## config.mk

```make
export PLATFORM = sky130hd
export DESIGN_NAME = serial_frame_loader
export DESIGN_NICKNAME = d
export VERILOG_FILES = /design/src/rtl/serial_frame_pkg.sv /design/src/rtl/frame_bit_counter.sv /design/src/rtl/serial_frame_loader.sv
export SDC_FILE = /design/constraint.sdc
export NUM_CORES = 1
export LEC_CHECK = 0
export ABC_AREA = 1
export ABC_CLOCK_PERIOD_IN_PS = 1100
export BUFFER_PORTS_ARGS = -buffer_cell sky130_fd_sc_hd__buf_2
export CORE_MARGIN = 5
export CORE_UTILIZATION = 40
export DETAILED_ROUTE_END_ITERATION = 8
export PLACE_DENSITY = 0.72
export SETUP_SLACK_MARGIN = 0.3
export SYNTH_ARGS = -nofsm -noshare
export SYNTH_HDL_FRONTEND = slang
export SYNTH_SLANG_ARGS = --single-unit
export TNS_END_PERCENT = 1
```

## constraint.sdc

```tcl
create_clock -name clk -period 1.1 [get_ports clk]
set_input_delay 0.055 -clock clk [delete_from_list [all_inputs] [get_ports clk]]
set_output_delay 0.055 -clock clk [all_outputs]
set_load 0.02 [all_outputs]
```

## src/rtl/serial_frame_pkg.sv

```systemverilog
// Shared types for the serial frame loader: FSM state encoding and
// bit-counter width helper.
package serial_frame_pkg;

  localparam int STATE_W = 3;

  typedef enum logic [STATE_W-1:0] {
    IDLE,
    DATA,
    FLAG,
    PAR,
    LOAD
  } state_t;

  // Counter must reach SIZE, so it needs one more code than SIZE-1
  function automatic int cntWidth(input int size);
    return $clog2(size + 1);
  endfunction

endpackage

```

## src/rtl/frame_bit_counter.sv

```systemverilog
// Data-bit counter for the serial frame loader. Cleared at frame start,
// incremented per accepted data bit, saturates at SIZE.
module frame_bit_counter
  import serial_frame_pkg::*;
#(
  parameter int SIZE  = 2,
  parameter int CNT_W = cntWidth(SIZE)
) (
  input  logic             clk,
  input  logic             rst,
  input  logic             clr,
  input  logic             inc,
  output logic [CNT_W-1:0] count,
  output logic             terminal
);

  // Clear has priority; increment stops at SIZE so the count never wraps
  always_ff @(posedge clk or posedge rst) begin
    if (rst) begin
      count <= '0;
    end else if (clr) begin
      count <= '0;
    end else if (inc && (count != CNT_W'(SIZE))) begin
      count <= count + 1'b1;
    end
  end

  assign terminal = (count == CNT_W'(SIZE - 1));

endmodule

```

## src/rtl/serial_frame_loader.sv

```systemverilog
// Serial frame loader: deserialises SIZE data bits (LSB first) plus a flag
// bit per start request and presents them with a one-cycle ld strobe.
// Optional feature: define PARITY_CHECK_EN to add a trailing even-parity bit
// over {flag, data}; a mismatch pulses err and suppresses the load.
module serial_frame_loader
  import serial_frame_pkg::*;
#(
  parameter int SIZE  = 2,
  parameter int CNT_W = cntWidth(SIZE)
) (
  input  logic            clk,
  input  logic            rst,
  input  logic            start,
  input  logic            serIn,
  input  logic            serValid,
  output logic            busy,
  output logic            ld,
  output logic [SIZE-1:0] dataOut,
  output logic            flagOut,
  output logic            err
);

  state_t            state;
  logic [SIZE-1:0]   shiftReg;
  logic [CNT_W-1:0]  bitCnt;
  logic              bitLast;
  logic              cntClr;
  logic              cntInc;
`ifdef PARITY_CHECK_EN
  logic              flagReg;
`endif

  assign cntClr = (state == IDLE) && start;
  assign cntInc = (state == DATA) && serValid;

  frame_bit_counter #(
    .SIZE  (SIZE),
    .CNT_W (CNT_W)
  ) u_counter (
    .clk      (clk),
    .rst      (rst),
    .clr      (cntClr),
    .inc      (cntInc),
    .count    (bitCnt),
    .terminal (bitLast)
  );

  // Frame FSM, shift register and registered outputs
  always_ff @(posedge clk or posedge rst) begin
    if (rst) begin
      state    <= IDLE;
      shiftReg <= '0;
      busy     <= 1'b0;
      ld       <= 1'b0;
      err      <= 1'b0;
      dataOut  <= '0;
      flagOut  <= 1'b0;
`ifdef PARITY_CHECK_EN
      flagReg  <= 1'b0;
`endif
    end else begin
      ld  <= 1'b0;
      err <= 1'b0;
      case (state)
        IDLE: begin
          if (start) begin
            state <= DATA;
            busy  <= 1'b1;
          end
        end
        DATA: begin
          if (serValid) begin
            for (int i = 0; i < SIZE; i++) begin
              if (bitCnt == CNT_W'(i)) shiftReg[i] <= serIn;
            end
            if (bitLast) state <= FLAG;
          end
        end
        FLAG: begin
          if (serValid) begin
`ifdef PARITY_CHECK_EN
            flagReg <= serIn;
            state   <= PAR;
`else
            // Outputs and ld rise together so downstream sees a whole frame
            state   <= LOAD;
            ld      <= 1'b1;
            dataOut <= shiftReg;
            flagOut <= serIn;
`endif
          end
        end
`ifdef PARITY_CHECK_EN
        PAR: begin
          if (serValid) begin
            if (serIn == ^{flagReg, shiftReg}) begin
              state   <= LOAD;
              ld      <= 1'b1;
              dataOut <= shiftReg;
              flagOut <= flagReg;
            end else begin
              // Bad frame: report and drop, previous outputs stay visible
              state <= IDLE;
              busy  <= 1'b0;
              err   <= 1'b1;
            end
          end
        end
`endif
        LOAD: begin
          state <= IDLE;
          busy  <= 1'b0;
        end
        default: begin
          state <= IDLE;
          busy  <= 1'b0;
        end
      endcase
    end
  end

endmodule

```

==> results.cfg, run 1 <==
[finish]
n_antenna_cell = 0
syn_to_final_growth_pct = 35.6
nets = 89
drive_gt1_share_pct = 42.5
final-instance-count-excl-fill = 96
final_cell_mix = 18 x nand2_1, 8 x dfrtp_1, 6 x o21ai_1
nFillCells = 126
fin_util_pct = 55.4
final_common_cell = nand2_1

[detailed_routing]
num_vias = 484
viasPerCell = 5.04
wl_per_cell_um = 12.6
drt_iter0_markers = 3
drc = 0
antenna_left = 0
firstDrtPassIters = 4
drt-total-wl_um = 1210

[pwr]
power_switching_uw = 840
p_per_area_nw_per_um2 = 2600
swShare_pct = 40.0
combinationalPowerShare_pct = 44.7
power.internal_uw = 1260
p_clk_share_pct = 16.7
p_leak_uw = 0.000405
max-vdd-ir-drop_mv = 1.29
p_seq_share_pct = 38.7

[timing]
setup-violations-final = 2
fmax_mhz = 862
grt_setup_unrepaired = true
hold_slack_ps = -7.71
fin_crit_ps = 1160
finalMaxSlewViolations = 0
worst_slack_ps = -59.6
finalClockSkew_ps = 1.02
fin_crit_sh_pct = 105
hold_viol_final = 1

[clock_tree]
cts_root_buf = clkbuf_4
cts_tree = done
clock_latency_ps = 270
cts_max_level = 1
clk_pin_slew_ps = 70
clock_path_buffers = 2
clock_sinks = 12
cts_inserted_buffers = 3

[placement]
dp.cells = 88
hpwl_um = 762
place_congestion = 0.792
io_buffers = 9

[synthesis]
synth.largest_area_cell = dfrtp_1
synth_area_um2 = 594
syn_inst = 65
syn_avg_cell_area_um2 = 9.14
synth_cell_types = 15
ys_seq_elements = 12
ys_seq_area_share_pct = 50.5
yosys.area.top_type_share_pct = 50.5
ys_warn_count = 0
synth_area_leaders = dfrtp_1 51%, nand2_1 11%, ha_1 6.3%
synth_nets = 73

[setup_path]
crit_family = flip-flops
slowest_stage = dfrtp_1
critPathRequiredTime_ps = 1260
crit_type = register to register
arrival_ps = 1320
path_cells = inv_2 > buf_4 > ha_4 > nand4_1 > nand2_1 > o21ai_1
critPathBufInv = 2
critPathLaunch = u_counter.count[1]$_DFFE_PP0P_
startpoint_type = register
r2r_start = u_counter.count[1]$_DFFE_PP0P_
path_max_fanout = 3
slowest_delay_ps = 440
cp-end-kind = register

[grt]
grt_pass1_wl_um = 1890
grt_use_total_pct = 10.2
grt_pass1_vias = 466
antenna_found_initial = 0
grt_max_degree = 13
gr-total-overflow = 0

[die]
coreArea_um2 = 1450
die_w_um = 48.5
dieArea_um2 = 2360
initial_utilization_pct = 40.9
boundaryPins = 11
die_y_um = 48.5
rows = 14

[outcome]
status = complete, but fails checks
violations = negative hold slack, negative setup slack

[min_path]
worstHoldStart = serIn
hp-class = input pin to register

[job]
drv_cap = 0
-- power by group through the flow --
stage | combinational (uW) | clock, uW | sequential, uW
2_1_floorplan | 422 | 0 | 831
3_3_place_gp | 667 | 0 | 749
3_5_place_dp | 685 | 0 | 754
4_1_cts | 741 | 355 | 758
5_1_grt | 1050 | 379 | 834
6_report | 937 | 350 | 811
-- area by class of cell --
class,count,area (um2),share of cell area [%]
inverters,8,38.8,4.81
clock buffers,4,36.3,4.50
multi-input cells,43,297,36.8
repair buffers,13,109,13.5
well taps,16,20.0,2.48
flip-flops and latches,12,305,37.9
-- kinds of logic after synthesis --
logic type,share of synthesized area (%)
fa+ha+maj,6.32
flops,50.5
simple gates,29.1
other cells,0.631
compound gates,5.89
buf+inv,7.58
-- stage by stage --
stage               total power, uW  setup TNS [ps]  worst slack, ps  area (um2)  hold WS, ps
floorplan                      1250               0              118         597        -80.3
global placement               1420               0             34.0         647         70.8
detailed placement             1440               0             42.3         647         83.6
CTS                            1850               0             52.7         724         2.48
global route                   2260            -259            -81.5         806         18.4
finish                         2100           -74.8            -59.6         806        -7.71
-- routing by layer --
layer / track usage (%) / vias to the layer above / share of wire (%)
met4: 8.52 / 0 / 2.2
li1: - / 240 / -
met3: 3.07 / 5 / 1.9
met1: 11.2 / 233 / 41
met5: 0 / - / 0
met2: 15.9 / 6 / 55
-- flip-flops by register name, summed over array words and instances, names as in the netlist --
| register | cells |
|---|---|
| busy | 1 |
| dataOut | 2 |
| flagOut | 1 |
| ld | 1 |
| shiftReg | 2 |
| state | 3 |
| u_counter.count | 2 |
-- synth_stat cells (all sizes together) --
master,n
nand4,5
buf,2
inv,8
nand3,3
nor2,5
nand2,19
conb,1
ha,3
dfrtp,12
o21ai,7
-- timing repair --
item / 4_1_cts / 5_1_grt
endpoints found under the hold margin: 12 / 0
setup endpoints to repair: 17 / 18
buffers inserted: 2 / 1
hold buffers: 1 / 0
gates resized for setup: 4 / 22
pin swaps: 4 / 9
-- worst reg2reg max path, cell delays in order, from the launching register on --
cell and delay [ps]:
dfrtp_1 440, inv_2 100, buf_4 120, ha_4 110
nand4_1 120, nand2_1 90, o21ai_1 60
-- worst paths after layout --
| path | end | slack (ps) | cells past startpoint |
|---|---|---|---|
| worst max-delay path | shiftReg[0]$_DFFE_PP0P_ | -60 | 6 |
| worst min-delay path | flagOut$_DFFE_PP0P_ | -8 | 3 |
| worst max register to register | shiftReg[0]$_DFFE_PP0P_ | -60 | 6 |
| worst min register to register | busy$_DFFE_PP0P_ | 500 | 2 |
| max in group asynchronous | state[0]$_DFFE_PP0P_ | 630 | 3 |
| min in group asynchronous | state[1]$_DFFE_PP0P_ | 270 | 3 |
Power figures use the tool's default switching activity.
==> inputs of run 2 (changes only) <==
--- a/config.mk
+++ b/config.mk
@@ -7,10 +7,10 @@
 export LEC_CHECK = 0
 export ABC_AREA = 1
 export ABC_CLOCK_PERIOD_IN_PS = 1100
-export BUFFER_PORTS_ARGS = -buffer_cell sky130_fd_sc_hd__buf_2
-export CORE_MARGIN = 5
+export BUFFER_PORTS_ARGS = -buffer_cell sky130_fd_sc_hd__buf_4
 export CORE_UTILIZATION = 40
 export DETAILED_ROUTE_END_ITERATION = 8
+export MAX_ROUTING_LAYER = met4
 export PLACE_DENSITY = 0.72
 export SETUP_SLACK_MARGIN = 0.3
 export SYNTH_ARGS = -nofsm -noshare
==> results.cfg, run 2 (synthesis results as in run 1) <==
[setup_path]
worst_r2r_path_depth = 6
slowest_stage = dfrtp_1
r2r_slack_ps = 20
slowest_delay_ps = 410
r2r_start = u_counter.count[0]$_DFFE_PP0P_
cp-end-kind = register
critPathRequiredTime_ps = 1280
cpMostUsedCell = inv_2
crit_type = register to register
startpoint_type = register
path_max_fanout = 3
timing.rr.end = u_counter.count[0]$_DFFE_PP0P_
path_cells = inv_2 > ha_2 > inv_2 > nand4_1 > nand3_1 > nand2_1
arrival_ps = 1250

[die]
rows = 13
coreArea_um2 = 1330
initial_utilization_pct = 44.6
dieArea_um2 = 1640
die_w_um = 40.5
die_y_um = 40.5
boundaryPins = 11

[finish]
largest_register_ffs = 3
final_cell_mix = 18 x nand2_1, 9 x dfrtp_1, 6 x buf_4
n_antenna_cell = 0
nFillCells = 119
fin_util_pct = 58.3
nets = 89
final_common_cell = nand2_1
final-instance-count-excl-fill = 95
top_register = state
drive_gt1_share_pct = 37.5
syn_to_final_growth_pct = 30.9

[clock_tree]
clock_path_buffers = 2
cts_tree = done
clock_sinks = 12
cts_max_level = 1
cts_root_buf = clkbuf_4
clk_pin_slew_ps = 80
cts_inserted_buffers = 3
clock_latency_ps = 280

[pwr]
power_switching_uw = 801
combinationalPowerShare_pct = 42.0
max-vdd-ir-drop_mv = 1.25
p_per_area_nw_per_um2 = 2570
power.internal_uw = 1200
p_clk_share_pct = 18.4
power_uw = 2000
swShare_pct = 40.0
p_leak_uw = 0.000412
p_seq_share_pct = 39.5

[min_path]
whs_path_depth = 2
worstHoldStart = serValid
hp-class = input pin to register
hold_end = state[1]$_DFFE_PP0P_

[timing]
finalMaxSlewViolations = 0
fmax_mhz = 929
fin_crit_sh_pct = 97.8
grt_setup_unrepaired = true
finalClockSkew_ps = 2.29
setup-violations-final = 0
fin_tns_setup_ps = 0
worst_slack_ps = 23.7
hold_viol_final = 0
fin_crit_ps = 1080

[grt]
grt_use_total_pct = 17.6
antenna_found_initial = 0
grt_pass1_wl_um = 1700
grt_max_degree = 13
grt_pass1_vias = 413
gr-total-overflow = 0

[placement]
place_congestion = 0.822
pre_cts_ws_ps = 39.0
hpwl_um = 779
io_buffers = 9
dp.cells = 87

[detailed_routing]
drt-total-wl_um = 1180
num_vias = 474
wl_per_cell_um = 12.5
firstDrtPassIters = 4
drc = 0
viasPerCell = 4.99
drt_iter0_markers = 8
antenna_left = 0

[outcome]
status = complete, no violations

[job]
drv_cap = 0
==> run 2: changes by cell type in the layout (fill, tap and decap cells not counted), sizes merged <==
cell         change
buf              -1
clkinvlp         -1
dlygate4sd3      +1
inv              +1
==> run 2: worst max-delay path by stage <==
stage | cells past startpoint | startpoint | end | slack [ps]
after detailed placement | 6 | u_counter.count[0]$_DFFE_PP0P_ | u_counter.count[0]$_DFFE_PP0P_ | 40
after global routing | 6 | u_counter.count[0]$_DFFE_PP0P_ | u_counter.count[1]$_DFFE_PP0P_ | -40
after CTS | 5 | u_counter.count[1]$_DFFE_PP0P_ | shiftReg[1]$_DFFE_PP0P_ | 40
final | 6 | u_counter.count[0]$_DFFE_PP0P_ | u_counter.count[0]$_DFFE_PP0P_ | 20
after global placement | 6 | u_counter.count[0]$_DFFE_PP0P_ | u_counter.count[0]$_DFFE_PP0P_ | 40
after floorplan | 6 | u_counter.count[0]$_DFFE_PP0P_ | u_counter.count[0]$_DFFE_PP0P_ | 120
==> run 2: critical path: cells and delay by family, from the launching register on <==
family                   cells  cell delay [ps]
AND/OR/NAND/NOR              3              250
buffers and inverters        2              130
flip-flops                   1              410
adder cells (fa/ha/maj)      1              180
==> run 2: metal layers <==
metal	wire length, um	GRT usage, %	vias to the layer above
met4	34	15.0	0
met1	540	21.5	221
met2	559	23.4	13
li1	-	-	235
met5	0	-	-
met3	49	5.00	5
==> run 2: metrics by stage <==
step / hold slack, ps / instance area, um2
final: 29.3 / 778
after global routing: 33.0 / 778
after CTS: 34.3 / 732
after detailed placement: 95.9 / 668
after global placement: 96.3 / 668
after floorplan: -80.3 / 597
==> run 2: cell type report <==
class | count | area, um2 | area share (%)
Multi-Input combinational cell | 43 | 268 | 34.4
Inverter | 8 | 30.0 | 3.86
Clock buffer | 4 | 36.3 | 4.66
Sequential cell | 12 | 304 | 39.1
Timing Repair Buffer | 13 | 121 | 15.6
Tap cell | 15 | 18.8 | 2.41
==> run 2: what timing repair did <==
action                     in CTS  in global routing
hold endpoints to repair       13                  0
hold buffers                    2                  0
buffers inserted                1                  1
setup endpoints to repair      17                 17
pin swaps                       1                  2
resized for setup               0                 13
==> run 2: power by group through the flow <==
stage	sequential, uW	combinational, uW	clock (uW)
4_1_cts	755	757	363
3_5_place_dp	763	723	0
2_1_floorplan	831	422	0
5_1_grt	817	944	383
6_report	791	841	369
3_3_place_gp	756	707	0
==> inputs of run 3 (changes only) <==
--- a/config.mk
+++ b/config.mk
@@ -8,12 +8,14 @@
 export ABC_AREA = 1
 export ABC_CLOCK_PERIOD_IN_PS = 1100
 export BUFFER_PORTS_ARGS = -buffer_cell sky130_fd_sc_hd__buf_4
+export CORE_MARGIN = 8
 export CORE_UTILIZATION = 40
 export DETAILED_ROUTE_END_ITERATION = 8
 export MAX_ROUTING_LAYER = met4
-export PLACE_DENSITY = 0.72
+export PLACE_DENSITY = 0.71
 export SETUP_SLACK_MARGIN = 0.3
 export SYNTH_ARGS = -nofsm -noshare
 export SYNTH_HDL_FRONTEND = slang
+export SYNTH_HIERARCHICAL = 1
 export SYNTH_SLANG_ARGS = --single-unit
 export TNS_END_PERCENT = 1
==> results.cfg, run 3 <==
[pwr]
power_switching_uw = 794
power_uw = 2000
combinationalPowerShare_pct = 44.5
p_clk_share_pct = 17.5
swShare_pct = 39.7
p_per_area_nw_per_um2 = 2400
p_seq_share_pct = 38.0
max-vdd-ir-drop_mv = 1.14
p_leak_uw = 0.000470
power.internal_uw = 1210

[clock_tree]
clk_pin_slew_ps = 80
cts_tree = done
clock_sinks = 12
clock_path_buffers = 2
cts_root_buf = clkbuf_4
clock_latency_ps = 270
cts_max_level = 1
cts_inserted_buffers = 3

[timing]
finalClockSkew_ps = 4.74
hold_viol_final = 0
fin_crit_sh_pct = 101
hold_slack_ps = 20.6
finalMaxSlewViolations = 0
fmax_mhz = 904
fin_crit_ps = 1110
worst_slack_ps = -5.82
grt_setup_unrepaired = true
setup-violations-final = 2
fin_tns_setup_ps = -10.1

[finish]
design_area_um2 = 832
final_common_cell = nand2_1
nets = 104
drive_gt1_share_pct = 32.3
fin_util_pct = 55.2
top_register = state
syn_to_final_growth_pct = 30.1
largest_register_ffs = 3
n_antenna_cell = 0
final_cell_mix = 21 x nand2_1, 14 x inv_1, 11 x dfrtp_1

[job]
drv_cap = 0

[setup_path]
r2r_slack_ps = -6
cpMostUsedCell = nand2_1
crit_type = register to register
path_max_fanout = 6
timing.rr.end = u_counter/count[1]$_DFFE_PP0P_
r2r_start = state[2]$_DFFE_PP0P_
worst_r2r_path_depth = 6
slowest_delay_ps = 400
critPathBufInv = 0
crit_family = simple AND/OR/NAND/NOR gates
arrival_ps = 1270
cp-end-kind = register
path_cells = nor2_2 > nand2_2 > nor2_4 > nand2_1 > nand3_1 > nand2_1
slowest_stage = dfrtp_1
startpoint_type = register
critPathRequiredTime_ps = 1260

[detailed_routing]
drt_iter0_markers = 13
wl_per_cell_um = 10.3
num_vias = 528
firstDrtPassIters = 4
drc = 0
viasPerCell = 4.71
antenna_left = 0
drt-total-wl_um = 1160

[synthesis]
synth_edf_count = 0
syn_avg_cell_area_um2 = 8.09
synth_async_sr_flop_share_pct = 100
synth_nets = 86
synth_cell_types = 17
synth.largest_area_cell = dfrtp_1
synth_common_cells = 21 x nand2_1, 15 x inv_1, 12 x dfrtp_1
yosys.area.top_type_share_pct = 47.0
synth_area_leaders = dfrtp_1 47%, nand2_1 12%, inv_1 8.8%
synth_area_um2 = 639
yosysMostFrequentCell = nand2_1
ys_warn_count = 6
synth_ff_type = dfrtp_1
syn_inst = 79
ys_seq_area_share_pct = 47.0
ys_seq_elements = 12

[grt]
gr-total-overflow = 0
grt_pass1_wl_um = 2060
grt_use_total_pct = 8.01
grt_pass1_vias = 506
grt_max_degree = 11
antenna_found_initial = 0

[min_path]
hold_end = flagOut$_DFFE_PP0P_
hp-class = input pin to register
whs_path_depth = 3
worstHoldStart = serIn

[outcome]
status = complete, but fails checks
violations = negative setup slack

[placement]
hpwl_um = 911
io_buffers = 9
place_area_um2 = 742
place_congestion = 0.840

[die]
die_y_um = 56.0
rows = 14
boundaryPins = 11
coreArea_um2 = 1510
dieArea_um2 = 3130
initial_utilization_pct = 42.4
die_w_um = 56.0
==> run 3: cell types whose count changed in the layout (fill, tap and decap cells not counted), sizes merged <==
cell,previous run,this run
inv,8,16
o21ai,7,4
nand3,3,9
nor3,0,1
buf,11,13
ha,3,2
nand2,19,23
dlygate4sd3,2,1
nor2,5,9
nand4,5,1
==> run 3: power by group through the flow <==
stage	clock network [uW]	registers [uW]	logic (uW)
floorplan	0	798	498
global placement	0	746	797
detailed placement	0	749	823
CTS	358	754	889
global route	380	786	1010
finish	350	760	890
==> run 3: cells by family (layout without fill, tap and decap cells) <==
logic type	after synthesis	after routing	synth area share, %
AND/OR/NAND/NOR	43	43	34.8
buffers and inverters	17	34	10.6
flip-flops	12	12	47.0
AO/OA/AOI/OAI	4	4	3.13
adder cells (fa/ha/maj)	2	2	3.91
other	1	1	0.587
==> run 3: final cells by class <==
type | instances | area (um2)
clock buffers | 4 | 36.3
fillers | 135 | 674
inverters | 16 | 60.1
multi-input cells | 50 | 288
flip-flops and latches | 12 | 302
well taps | 16 | 20.0
repair buffers | 14 | 126
==> run 3: worst max path at each step <==
stage                         start                        endpoint  cells after the start
5_1_grt        state[2]$_DFFE_PP0P_  u_counter/count[0]$_DFFE_PP0P_                      7
3_3_place_gp   state[1]$_DFFE_PP0P_  u_counter/count[1]$_DFFE_PP0P_                      6
2_1_floorplan  state[1]$_DFFE_PP0P_  u_counter/count[1]$_DFFE_PP0P_                      6
6_report       state[2]$_DFFE_PP0P_  u_counter/count[1]$_DFFE_PP0P_                      6
4_1_cts        state[2]$_DFFE_PP0P_  u_counter/count[1]$_DFFE_PP0P_                      6
3_5_place_dp   state[1]$_DFFE_PP0P_  u_counter/count[1]$_DFFE_PP0P_                      6
==> run 3: stage by stage <==
stage / setup slack [ps] / std cells
2_1_floorplan: 46.0 / 79
3_3_place_gp: -13.5 / 106
3_5_place_dp: -44.2 / 106
4_1_cts: -17.3 / 112
5_1_grt: -113 / 112
6_report: -5.82 / 112
==> run 3: tightest hold or removal path, stage by stage <==
cell	delay, ps
buf_4	100
nand2_1	50
nand2_1	60
==> run 3: timing repair <==
item / CTS / global route
hold endpoints to repair: 12 / 0
pin swaps: 4 / 5
resized for setup: 7 / 3
buffers inserted: 1 / 0
hold buffers: 1 / 0
endpoints found under the setup margin: 17 / 17
==> run 3: routing by layer <==
layer | up-vias | GRT usage (%) | share of wire (%)
li1 | 274 | - | -
met1 | 246 | 8.66 | 46
met2 | 6 | 12.2 | 48
met3 | 2 | 2.74 | 3.9
met4 | 0 | 5.15 | 1.6
met5 | - | - | 0
